<file path="config.mk">
export PLATFORM = sky130hd
export DESIGN_NAME = bulk_endp_sched_flat
export DESIGN_NICKNAME = d
export VERILOG_FILES = /design/src/rtl/bulk_endp_sched_pkg.sv /design/src/rtl/bulk_endp_sched_if.sv /design/src/rtl/bulk_endp_sched_endp_status_regs.sv /design/src/rtl/bulk_endp_sched.sv /design/src/flat_wrapper.sv
export SDC_FILE = /design/constraint.sdc
export NUM_CORES = 1
export LEC_CHECK = 0
export ABC_AREA = 1
export BUFFER_PORTS_ARGS = -buffer_cell sky130_fd_sc_hd__buf_4
export CAP_MARGIN = 20
export CORE_ASPECT_RATIO = 1.2
export CORE_MARGIN = 2
export CORE_UTILIZATION = 44
export DETAILED_ROUTE_END_ITERATION = 7
export MAX_ROUTING_LAYER = met4
export PLACE_DENSITY = 0.79
export SKIP_LAST_GASP = 1
export SYNTH_ARGS = -nofsm -noshare
export SYNTH_HDL_FRONTEND = slang
export SYNTH_HIERARCHICAL = 1
export SYNTH_SLANG_ARGS = --single-unit
export TNS_END_PERCENT = 20
</file>
<file path="constraint.sdc">
create_clock -name clk_i -period 1.8 [get_ports clk_i]
set_clock_uncertainty 0.05 [all_clocks]
set_input_delay 0.18 -clock clk_i [delete_from_list [all_inputs] [get_ports clk_i]]
set_output_delay 0.18 -clock clk_i [all_outputs]
set_load 0.01 [all_outputs]
</file>
<file path="src/rtl/bulk_endp_sched_pkg.sv">
// Shared types and helpers for the bulk endpoint scheduler.
// State encodings, data PID toggle values and index sizing.
package bulk_endp_sched_pkg;

   typedef enum logic [1:0] {
      ST_IDLE = 2'd0,
      ST_IN   = 2'd1,
      ST_OUT  = 2'd2,
      ST_DROP = 2'd3
   } state_t;

   localparam logic DATA0 = 1'b0;
   localparam logic DATA1 = 1'b1;

   function automatic int ceil_log2(input int n);
      int r;
      r = 0;
      for (int i = 0; i < 31; i++)
         if ((1 << i) < n) r = i + 1;
      return r;
   endfunction

endpackage

</file>
<file path="src/rtl/bulk_endp_sched_if.sv">
// SIE-facing transaction handshake of the bulk endpoint scheduler.
// The SIE is the master; the scheduler is the slave.
interface bulk_endp_sched_if;

   logic [3:0] sie_endp_i;
   logic       sie_in_req_i;
   logic       sie_in_ready_i;
   logic [7:0] sie_in_data_o;
   logic       sie_in_valid_o;
   logic       sie_in_toggle_o;
   logic [7:0] sie_out_data_i;
   logic       sie_out_valid_i;
   logic       sie_out_toggle_i;
   logic       sie_out_err_i;
   logic       sie_out_ready_i;
   logic       sie_out_nak_o;
   logic       sie_stall_o;
   logic       sie_hit_o;

   modport master (
      output sie_endp_i, sie_in_req_i, sie_in_ready_i,
      output sie_out_data_i, sie_out_valid_i, sie_out_toggle_i,
      output sie_out_err_i, sie_out_ready_i,
      input  sie_in_data_o, sie_in_valid_o, sie_in_toggle_o,
      input  sie_out_nak_o, sie_stall_o, sie_hit_o
   );

   modport slave (
      input  sie_endp_i, sie_in_req_i, sie_in_ready_i,
      input  sie_out_data_i, sie_out_valid_i, sie_out_toggle_i,
      input  sie_out_err_i, sie_out_ready_i,
      output sie_in_data_o, sie_in_valid_o, sie_in_toggle_o,
      output sie_out_nak_o, sie_stall_o, sie_hit_o
   );

endinterface

</file>
<file path="src/rtl/bulk_endp_sched_endp_status_regs.sv">
// Per-endpoint DATA0/DATA1 toggles and halt bits.
// Config pulses take priority over transaction-driven toggle flips.
module endp_status_regs
   import bulk_endp_sched_pkg::*;
#(
   parameter int         N_ENDP    = 2,
   parameter logic [3:0] ENDP_BASE = 4'd1
) (
   input  logic              clk_i,
   input  logic              rstn_i,
   input  logic              cfg_rst_i,
   input  logic              halt_set_i,
   input  logic              halt_clr_i,
   input  logic [3:0]        halt_endp_i,
   input  logic [N_ENDP-1:0] in_flip_i,
   input  logic [N_ENDP-1:0] out_flip_i,
   output logic [N_ENDP-1:0] in_tog_o,
   output logic [N_ENDP-1:0] out_tog_o,
   output logic [N_ENDP-1:0] halt_o
);

   localparam int IW = (ceil_log2(N_ENDP) > 1) ? ceil_log2(N_ENDP) : 1;
   localparam logic [4:0] N5 = 5'(N_ENDP);

   logic [3:0]    diff;
   logic          hit;
   logic [IW-1:0] idx;

   assign diff = halt_endp_i - ENDP_BASE;
   assign hit  = {1'b0, diff} < N5;
   assign idx  = diff[IW-1:0];

   // later assignments win: clear-halt overrides a same-cycle flip
   always_ff @(posedge clk_i or negedge rstn_i) begin
      if (!rstn_i) begin
         in_tog_o  <= {N_ENDP{DATA0}};
         out_tog_o <= {N_ENDP{DATA0}};
         halt_o    <= '0;
      end else if (cfg_rst_i) begin
         in_tog_o  <= {N_ENDP{DATA0}};
         out_tog_o <= {N_ENDP{DATA0}};
         halt_o    <= '0;
      end else begin
         in_tog_o  <= in_tog_o ^ in_flip_i;
         out_tog_o <= out_tog_o ^ out_flip_i;
         if (hit && halt_set_i) begin
            halt_o[idx] <= 1'b1;
         end else if (hit && halt_clr_i) begin
            halt_o[idx]    <= 1'b0;
            in_tog_o[idx]  <= DATA0;
            out_tog_o[idx] <= DATA0;
         end
      end
   end

endmodule

</file>
<file path="src/rtl/bulk_endp_sched.sv">
// Steers SIE IN/OUT transactions to one of N_ENDP bulk endpoints.
// Owns per-endpoint toggle and halt state through endp_status_regs.
module bulk_endp_sched
   import bulk_endp_sched_pkg::*;
#(
   parameter int         N_ENDP    = 2,
   parameter logic [3:0] ENDP_BASE = 4'd1
) (
   input  logic                clk_i,
   input  logic                rstn_i,
   bulk_endp_sched_if.slave    sie,
   output logic [N_ENDP-1:0]   endp_in_req_o,
   output logic [N_ENDP-1:0]   endp_in_ready_o,
   input  logic [8*N_ENDP-1:0] endp_in_data_i,
   input  logic [N_ENDP-1:0]   endp_in_valid_i,
   output logic [7:0]          endp_out_data_o,
   output logic [N_ENDP-1:0]   endp_out_valid_o,
   output logic [N_ENDP-1:0]   endp_out_err_o,
   output logic [N_ENDP-1:0]   endp_out_ready_o,
   input  logic [N_ENDP-1:0]   endp_out_nak_i,
   input  logic                halt_set_i,
   input  logic                halt_clr_i,
   input  logic [3:0]          halt_endp_i,
   input  logic                cfg_rst_i,
   output logic [N_ENDP-1:0]   halt_o
);

   localparam int IW = (ceil_log2(N_ENDP) > 1) ? ceil_log2(N_ENDP) : 1;
   localparam logic [4:0] N5 = 5'(N_ENDP);

   state_t        state_q, state_d;
   logic [IW-1:0] sel_q, sel_d, sel, idx;
   logic          stall_q, stall_d, stall_c;
   logic [3:0]    diff;
   logic          hit, in_go, out_go, ack, fin;
   logic [N_ENDP-1:0] in_flip, out_flip, in_tog, out_tog, halt;

   assign diff = sie.sie_endp_i - ENDP_BASE;
   assign hit  = {1'b0, diff} < N5;
   assign idx  = diff[IW-1:0];
   assign sel  = (state_q == ST_IDLE) ? idx : sel_q;

   assign sie.sie_hit_o = hit;
   assign endp_out_data_o = sie.sie_out_data_i;
   assign halt_o = halt;

   // a ready strobe with no data and no error ends the packet
   assign fin = sie.sie_out_ready_i && !sie.sie_out_valid_i &&
                !sie.sie_out_err_i;
   assign ack = fin;

   endp_status_regs #(
      .N_ENDP   (N_ENDP),
      .ENDP_BASE(ENDP_BASE)
   ) u_status (
      .clk_i      (clk_i),
      .rstn_i     (rstn_i),
      .cfg_rst_i  (cfg_rst_i),
      .halt_set_i (halt_set_i),
      .halt_clr_i (halt_clr_i),
      .halt_endp_i(halt_endp_i),
      .in_flip_i  (in_flip),
      .out_flip_i (out_flip),
      .in_tog_o   (in_tog),
      .out_tog_o  (out_tog),
      .halt_o     (halt)
   );

   always_ff @(posedge clk_i or negedge rstn_i) begin
      if (!rstn_i) begin
         state_q <= ST_IDLE;
         sel_q   <= '0;
         stall_q <= 1'b0;
      end else begin
         state_q <= state_d;
         sel_q   <= sel_d;
         stall_q <= stall_d;
      end
   end

   always_comb begin
      state_d  = state_q;
      sel_d    = sel_q;
      stall_d  = stall_q;
      in_go    = 1'b0;
      out_go   = 1'b0;
      stall_c  = 1'b0;
      in_flip  = '0;
      out_flip = '0;
      endp_in_req_o    = '0;
      endp_in_ready_o  = '0;
      endp_out_valid_o = '0;
      endp_out_err_o   = '0;
      endp_out_ready_o = '0;
      sie.sie_in_data_o   = '0;
      sie.sie_in_valid_o  = 1'b0;
      sie.sie_in_toggle_o = 1'b0;
      sie.sie_out_nak_o   = 1'b0;
      sie.sie_stall_o     = 1'b0;
      unique case (state_q)
         ST_IDLE: begin
            if (hit && sie.sie_in_req_i) begin
               state_d = ST_IN;
               sel_d   = idx;
               stall_d = halt[idx];
               stall_c = halt[idx];
               in_go   = 1'b1;
            end else if (hit && sie.sie_out_valid_i) begin
               sel_d = idx;
               if (halt[idx]) begin
                  state_d = ST_DROP;
                  stall_d = 1'b1;
                  sie.sie_stall_o = 1'b1;
               end else if (sie.sie_out_toggle_i != out_tog[idx]) begin
                  state_d = ST_DROP;
                  stall_d = 1'b0;
               end else begin
                  state_d = ST_OUT;
                  stall_d = 1'b0;
                  out_go  = 1'b1;
               end
            end
         end
         ST_IN: begin
            in_go   = 1'b1;
            stall_c = stall_q;
            if (!sie.sie_in_req_i) state_d = ST_IDLE;
            if (ack && !stall_q) begin
               in_flip[sel_q]          = 1'b1;
               endp_out_ready_o[sel_q] = 1'b1;
            end
         end
         ST_OUT: begin
            out_go = 1'b1;
            if (sie.sie_out_err_i) begin
               state_d = ST_IDLE;
            end else if (fin) begin
               state_d = ST_IDLE;
               out_flip[sel_q] = !endp_out_nak_i[sel_q];
            end
         end
         ST_DROP: begin
            sie.sie_stall_o = stall_q;
            if (sie.sie_out_err_i || fin) state_d = ST_IDLE;
         end
      endcase
      if (in_go) begin
         sie.sie_in_toggle_o = in_tog[sel];
         if (stall_c) begin
            sie.sie_stall_o = 1'b1;
         end else begin
            endp_in_req_o[sel]   = sie.sie_in_req_i;
            endp_in_ready_o[sel] = sie.sie_in_ready_i;
            sie.sie_in_data_o    = endp_in_data_i[{sel, 3'b000} +: 8];
            sie.sie_in_valid_o   = endp_in_valid_i[sel];
         end
      end
      if (out_go) begin
         endp_out_valid_o[sel] = sie.sie_out_valid_i;
         endp_out_err_o[sel]   = sie.sie_out_err_i;
         endp_out_ready_o[sel] = sie.sie_out_ready_i;
         sie.sie_out_nak_o     = endp_out_nak_i[sel];
      end
   end

endmodule

</file>
<file path="src/flat_wrapper.sv">
// flat-port wrapper written by rule: the top's interface ports become plain ports
module bulk_endp_sched_flat import bulk_endp_sched_pkg::*;
#(
   parameter int         N_ENDP    = 2,
   parameter logic [3:0] ENDP_BASE = 4'd1
)
  (clk_i, rstn_i, endp_in_req_o, endp_in_ready_o, endp_in_data_i, endp_in_valid_i, endp_out_data_o, endp_out_valid_o, endp_out_err_o, endp_out_ready_o, endp_out_nak_i, halt_set_i, halt_clr_i, halt_endp_i, cfg_rst_i, halt_o, sie_sie_endp_i, sie_sie_in_req_i, sie_sie_in_ready_i, sie_sie_out_data_i, sie_sie_out_valid_i, sie_sie_out_toggle_i, sie_sie_out_err_i, sie_sie_out_ready_i, sie_sie_in_data_o, sie_sie_in_valid_o, sie_sie_in_toggle_o, sie_sie_out_nak_o, sie_sie_stall_o, sie_sie_hit_o);
  bulk_endp_sched_if sie_i ();
  input  logic clk_i;
  input  logic rstn_i;
  output logic [N_ENDP-1:0] endp_in_req_o;
  output logic [N_ENDP-1:0] endp_in_ready_o;
  input  logic [8*N_ENDP-1:0] endp_in_data_i;
  input  logic [N_ENDP-1:0] endp_in_valid_i;
  output logic [7:0] endp_out_data_o;
  output logic [N_ENDP-1:0] endp_out_valid_o;
  output logic [N_ENDP-1:0] endp_out_err_o;
  output logic [N_ENDP-1:0] endp_out_ready_o;
  input  logic [N_ENDP-1:0] endp_out_nak_i;
  input  logic halt_set_i;
  input  logic halt_clr_i;
  input  logic [3:0] halt_endp_i;
  input  logic cfg_rst_i;
  output logic [N_ENDP-1:0] halt_o;
  input wire logic [$bits(sie_i.sie_endp_i)-1:0] sie_sie_endp_i;
  input wire logic [$bits(sie_i.sie_in_req_i)-1:0] sie_sie_in_req_i;
  input wire logic [$bits(sie_i.sie_in_ready_i)-1:0] sie_sie_in_ready_i;
  input wire logic [$bits(sie_i.sie_out_data_i)-1:0] sie_sie_out_data_i;
  input wire logic [$bits(sie_i.sie_out_valid_i)-1:0] sie_sie_out_valid_i;
  input wire logic [$bits(sie_i.sie_out_toggle_i)-1:0] sie_sie_out_toggle_i;
  input wire logic [$bits(sie_i.sie_out_err_i)-1:0] sie_sie_out_err_i;
  input wire logic [$bits(sie_i.sie_out_ready_i)-1:0] sie_sie_out_ready_i;
  output wire logic [$bits(sie_i.sie_in_data_o)-1:0] sie_sie_in_data_o;
  output wire logic [$bits(sie_i.sie_in_valid_o)-1:0] sie_sie_in_valid_o;
  output wire logic [$bits(sie_i.sie_in_toggle_o)-1:0] sie_sie_in_toggle_o;
  output wire logic [$bits(sie_i.sie_out_nak_o)-1:0] sie_sie_out_nak_o;
  output wire logic [$bits(sie_i.sie_stall_o)-1:0] sie_sie_stall_o;
  output wire logic [$bits(sie_i.sie_hit_o)-1:0] sie_sie_hit_o;
  assign sie_i.sie_endp_i = sie_sie_endp_i;
  assign sie_i.sie_in_req_i = sie_sie_in_req_i;
  assign sie_i.sie_in_ready_i = sie_sie_in_ready_i;
  assign sie_i.sie_out_data_i = sie_sie_out_data_i;
  assign sie_i.sie_out_valid_i = sie_sie_out_valid_i;
  assign sie_i.sie_out_toggle_i = sie_sie_out_toggle_i;
  assign sie_i.sie_out_err_i = sie_sie_out_err_i;
  assign sie_i.sie_out_ready_i = sie_sie_out_ready_i;
  assign sie_sie_in_data_o = sie_i.sie_in_data_o;
  assign sie_sie_in_valid_o = sie_i.sie_in_valid_o;
  assign sie_sie_in_toggle_o = sie_i.sie_in_toggle_o;
  assign sie_sie_out_nak_o = sie_i.sie_out_nak_o;
  assign sie_sie_stall_o = sie_i.sie_stall_o;
  assign sie_sie_hit_o = sie_i.sie_hit_o;
  bulk_endp_sched #(.N_ENDP(N_ENDP), .ENDP_BASE(ENDP_BASE)) u_core (.clk_i(clk_i), .rstn_i(rstn_i), .sie(sie_i), .endp_in_req_o(endp_in_req_o), .endp_in_ready_o(endp_in_ready_o), .endp_in_data_i(endp_in_data_i), .endp_in_valid_i(endp_in_valid_i), .endp_out_data_o(endp_out_data_o), .endp_out_valid_o(endp_out_valid_o), .endp_out_err_o(endp_out_err_o), .endp_out_ready_o(endp_out_ready_o), .endp_out_nak_i(endp_out_nak_i), .halt_set_i(halt_set_i), .halt_clr_i(halt_clr_i), .halt_endp_i(halt_endp_i), .cfg_rst_i(cfg_rst_i), .halt_o(halt_o));
endmodule
</file>
== Word level (Yosys, flattened, before mapping) ==
Cells that the tools add are included.

* Muxes and demuxes: 75
* Shift operators: 1
* $add $sub $neg: 2
* Reductions and logical operators: 20
* Equal/unequal tests: 8
* $lt $le $gt $ge: 9
* Bitwise operators: 12

{| class="wikitable"
|+ Operators with widths
! operator !! number
|-
| 2-to-1 mux 2 bit || 28
|-
| 2-to-1 mux 1 bit || 36
|-
| AND 2 bit || 8
|-
| 2-to-1 mux 8 bit || 2
|-
| variable part select 16 x 5 -> 8 bit || 1
|-
| logical AND 1 bit || 10
|-
| less-than comparator 1 x 2 -> 1 bit, second input constant || 4
|-
| less-than comparator 4 x 2 -> 1 bit, second input constant || 2
|-
| one-hot mux 1 bit (2 select lines) || 4
|-
| one-hot mux 2 bit (4 select lines) || 1
|-
| subtractor 4 x 1 -> 4 bit, second input constant || 2
|-
| == test 2 bit, second input constant || 2
|-
| zero test 1 bit || 4
|-
| AND reduction 4 bit || 1
|-
| XOR 2 bit || 2
|-
| demux 1 bit (select 1 bit) || 3
|-
| >= comparator 1 bit, second input constant || 3
|-
| inequality test 3 x 2 -> 1 bit, second input constant || 1
|-
| inequality test 3 bit, second input constant || 1
|-
| nonzero test 3 bit || 1
|-
| bitwise mux 2 bit || 1
|-
| == test 2 x 1 -> 1 bit, second input constant || 1
|-
| zero test 2 bit || 1
|-
| inequality test 2 x 1 -> 1 bit, second input constant || 1
|-
| 7 further kinds || 7
|}

* Input bits: 47
* Register bits after elaboration: 10

== Longest topological paths before layout ==
* Word-level depth: 13
* Depth in mapped cells: 11
* Depth with buffers taken out: 11

== Cells and area by module ==
The synthesis kept the hierarchy.

{| class="wikitable"
|+ Modules (own cells, without submodules)
! module !! instances !! area an instance (um^2) !! cells an instance
|-
| bulk_endp_sched || 1 || 985.9 || 184
|-
| endp_status_regs || 1 || 406.6 || 57
|}

== Least setup slack after synthesis ==
OpenSTA, ideal clock, no wires.

* Kind: register to output
* Start: register u_core.state_q[0]
* End: output port sie_sie_in_data_o[4]
* Cell stages (with the launch flop): 11
* Setup slack: 0.017 ns
* Path buffers: 1
* Data arrival time: 1.553 ns
* Required time: 1.570 ns
* Cell sequence: dfrtp_1 inv_1 ha_1 inv_1 nand2_1 nand2_2 buf_2 nand2_1 nand2_1 nand3_1 nor2_1

* Longest elaborated chain between the ends: 5
* Elaborated cells on any way between the ends: 8

{| class="wikitable"
|+ RTL lines
! item !! line !! source
|-
| from (decl) || bulk_endp_sched.sv:31 || <nowiki>state_t state_q, state_d;</nowiki>
|-
| from (signal assigned) || bulk_endp_sched.sv:75 || <nowiki>state_q <= state_d;</nowiki>
|-
| zero test 2 bit || bulk_endp_sched.sv:41, bulk_endp_sched.sv:100 ||
|-
| 2-to-1 mux 1 bit || bulk_endp_sched.sv:41 || <nowiki>assign sel = (state_q == ST_IDLE) ? idx : sel_q;</nowiki>
|-
| variable part select 16 x 5 -> 8 bit || bulk_endp_sched.sv:154 || <nowiki>sie.sie_in_data_o = endp_in_data_i[{sel, 3'b000} +: 8];</nowiki>
|-
| 2-to-1 mux 8 bit || bulk_endp_sched.sv:149 || <nowiki>if (stall_c) begin</nowiki>
|-
| 2-to-1 mux 8 bit * || bulk_endp_sched.sv:147 || <nowiki>if (in_go) begin</nowiki>
|-
| to (decl) || flat_wrapper.sv:33 || <nowiki>output wire logic [$bits(sie_i.sie_in_data_o)-1:0] sie_sie_in_data_o;</nowiki>
|}

Mark *: on every way between the ends. The rest lies on a longest branch, timed or not.

== Worst setup path in the final report ==
* Start: register u_core.state_q[0]
* End: output port sie_sie_out_nak_o

* Longest elaborated chain between the ends: 5
* Elaborated cells on any way between the ends: 7

{| class="wikitable"
|+ RTL lines
! item !! line !! source
|-
| zero test 2 bit || bulk_endp_sched.sv:41, bulk_endp_sched.sv:100 ||
|-
| 2-to-1 mux 1 bit || bulk_endp_sched.sv:41 ||
|-
| 2-to-1 mux 1 bit (implied by the code) (2 in a row) || bulk_endp_sched.sv:162 || <nowiki>sie.sie_out_nak_o = endp_out_nak_i[sel];</nowiki>
|-
| 2-to-1 mux 1 bit * || bulk_endp_sched.sv:158 || <nowiki>if (out_go) begin</nowiki>
|-
| to (decl) || flat_wrapper.sv:36 || <nowiki>output wire logic [$bits(sie_i.sie_out_nak_o)-1:0] sie_sie_out_nak_o;</nowiki>
|}

Mark *: on every way between the ends. The rest lies on a longest branch, timed or not. The select of a mux whose other input is x is not followed.

==> impl_metrics.env <==
export IMPL_status="complete, but fails checks"
export IMPL_violations="setup timing"
export IMPL_period_minus_slack_ns=2.00
export IMPL_cap_violations=0
export IMPL_dieArea_um2=3630
export IMPL_worstSetupStartpointType="register"
export IMPL_hpwl_um=3050
export IMPL_synth_nets=295
export IMPL_num_nets_final=378
export IMPL_grt_most_used_layer="met2"
export IMPL_grt_antenna_before_repair=0
export IMPL_async_reset_ff_share_pct=100
export IMPL_grt_pass1_vias=1501
export IMPL_crit_path_max_fanout=5
export IMPL_multi_input_area_um2=980
export IMPL_required_ns=1.57
export IMPL_setup_tns_ns=-3.41
export IMPL_h_tree_depth=1
export IMPL_synth_cell_types=28
export IMPL_crit_start="u_core/state_q[0]"
export IMPL_fin_crit_sh_pct=111
export IMPL_areaGrowthSynthToFinish_pct=56.3
export IMPL_yosys_register_bits=10
export IMPL_regToRegStartpoint="u_core/state_q[0]"
export IMPL_endpoint_kind="output port"
export IMPL_insertedDiodeCount=0
export IMPL_p_per_area_nw_per_um2=1050
export IMPL_finalHoldViolations=0
export IMPL_cp_cell_sequence="inv_2 -> buf_4 -> buf_4 -> ha_1 -> inv_1 -> o21ai_2 -> inv_2 -> nor2_1 -> buf_4"
export IMPL_path_buf_inv=6
export IMPL_syn_area_um2=1390
export IMPL_drt_iter0_drc=96
export IMPL_tightest_slew_ns=0.303
export IMPL_post_synth_cell_area_avg_um2=5.78
export IMPL_synth_edff_count=0
export IMPL_setup_ws_ns=-0.199
export IMPL_gr_total_overflow=0
export IMPL_place_gp_congestion=0.887
export IMPL_relSlewSlack_pct=79.6
export IMPL_cts_tree="yes"
export IMPL_grt_max_degree=17
export IMPL_drtAntennaViolNets=0
export IMPL_nFillCells=277
export IMPL_drcViolationCount=0
export IMPL_portBuffers=63
export IMPL_worstHoldPathType="primary input to register"
export IMPL_crit_path_frequent_cell="buf_4"
export IMPL_cts_sinks=10
export IMPL_rsz0062_at_grt="yes"
export IMPL_fmax_mhz=500
export IMPL_die_h_um=65.6
export IMPL_finalWirelength_um=4100
export IMPL_arrival_ns=1.77
export IMPL_crit_type="register to output port"
export IMPL_cts_made_buffers=3
export IMPL_finalMaxSlewViolations=0
export IMPL_rows=22
export IMPL_ys_seq_area_share_pct=18.0
export IMPL_path_delay_family="buffers and inverters"
export IMPL_layout_drive_gt1_share_pct=38.4
export IMPL_met3_usage_pct=3.94
export IMPL_syn_inst=241
export IMPL_insertion_delay_ns=0.26
export IMPL_vias=1737
export IMPL_cts_buffer_depth=2
export IMPL_ioPinCount=80
export IMPL_p_leak_nw=1.26
export IMPL_path_clk_slew_ns=0.06
export IMPL_initial_core_util_pct=46.0
export IMPL_vias_per_cell=4.84
export IMPL_ys_flop_type="dfrtp_1"
export IMPL_p_total_mw=2.28
export IMPL_avgRoutedWirePerCell_um=11.4
export IMPL_met2_usage_pct=38.5
export IMPL_hp_start="sie_sie_endp_i[0]"
export IMPL_cts_root_buffer="clkbuf_4"
export IMPL_peakVddDrop_mv=0.846
export IMPL_setup_viol=23
export IMPL_regArea_um2=250
export IMPL_firstDrtPassIters=4
export IMPL_die_width_um=55.4
export IMPL_met1_usage_pct=27.4
export IMPL_grt_pass1_wl_um=6510
export IMPL_slowest_stage="dfrtp_1"
export IMPL_yosys_warnings=6
export IMPL_core_um2=3030
export IMPL_grt_util_all_layers_pct=22.4
export IMPL_cpPeakStageDelay_ns=0.39
## metal layers
layer	share of wire, %	vias up
li1	-	915
met1	43	764
met2	50	58
met3	7.1	0
met4	0	0
met5	0	-
## flip-flops by register name, summed over array words and instances (netlist names)
signal and count:
u_core/u_status/out_tog_o 2, u_core/u_status/in_tog_o 2, u_core/sel_q 1, u_core/state_q 2, u_core/stall_q 1, u_core/u_status/halt_o 2
## placed cells by master (no fill, tap or decap), drive strengths merged
cell type,instances
a21boi,1
a21oi,2
and2,1
buf,88
clkbuf,5
dfrtp,10
dlygate4sd3,1
ha,7
inv,37
nand2,90
nand3,23
nand4,7
nor2,32
nor4,4
o2111ai,1
o21ai,9
o22ai,1
xnor2,4
## area by class of cell
class                      instances  area share (%)
clock buffer                       4            1.67
tap                               36            2.07
timing repair buffer              90            33.0
inverter                          37            6.72
multi-input combinational        182            45.0
sequential                        10            11.5
## per-stage QoR
step | setup WS (ns) | hold slack [ns] | cell area, um^2 | std cells | utilization (%)
6_report | -0.199 | 0.107 | 2180 | 359 | 71.9
5_1_grt | -0.315 | 0.120 | 2180 | 359 | 71.9
2_1_floorplan | 0.0173 | -0.166 | 1390 | 241 | -
3_3_place_gp | -0.00145 | -0.0348 | 1940 | 343 | 64.2
4_1_cts | -0.150 | 0.100 | 2090 | 352 | 69.0
3_5_place_dp | -0.0454 | -0.0317 | 1940 | 343 | 64.2
## report_power, final
part	internal [mW]	leakage (nW)	switching, mW	total (mW)
logic	0.829	1.10	0.917	1.75
registers	0.270	0.135	0.0660	0.336
clock network	0.123	0.0210	0.0752	0.198
## cell families after synthesis
kind of cell / synth area share [%]
DFF: 18.0
and+or+nand+nor: 50.3
xor gates and xnor gates: 2.52
adders and majority gates: 6.29
AOI/OAI and AO/OA: 6.38
buffers and inverters: 16.5
## what timing repair did
action | 4_1_cts | 5_1_grt
hold buffers | 1 | 0
gates cloned | 0 | 1
endpoints found under the hold margin | 10 | 0
gates resized for setup | 16 | 10
endpoints found under the setup margin | 22 | 24
buffers inserted | 4 | 6
pin swaps | 2 | 7
## cells in the mapped netlist (2+ instances only)
master	count	area, um^2
buf_6	2	22.5
nand4_1	7	43.8
nor2_4	2	22.5
nand3_2	2	20.0
nor4_1	4	25.0
o21ai_2	2	17.5
nand2_1	86	323
nor2_2	2	12.5
dfrtp_1	10	250
inv_1	31	116
nor2_1	28	105
xnor2_1	4	35.0
nand2_2	4	25.0
ha_1	7	87.6
buf_4	8	60.1
inv_2	6	22.5
nand3_1	20	100
o21ai_0	6	30.0
## path summary, 6_finish.rpt
path | slack (ns) | cells past startpoint | endpoint
setup / recovery | -0.20 | 9 | sie_sie_out_nak_o
hold / removal | 0.11 | 2 | u_core/sel_q
setup reg to reg | -0.01 | 10 | u_core/u_status/out_tog_o[1]
hold reg to reg | 0.56 | 3 | u_core/state_q[1]
max in group asynchronous | 1.33 | 2 | u_core/state_q[1]
min in group asynchronous | 0.23 | 2 | u_core/u_status/out_tog_o[1]
## worst register-to-register path: cells and delay by family, from the launching register on
family                     cells  cell delay [ns]
xor gates and xnor gates       1             0.16
adders and majority gates      1             0.18
buffers and inverters          5             0.46
DFF                            1             0.41
and+or+nand+nor                3             0.46
(Power assumes the default switching activity.)
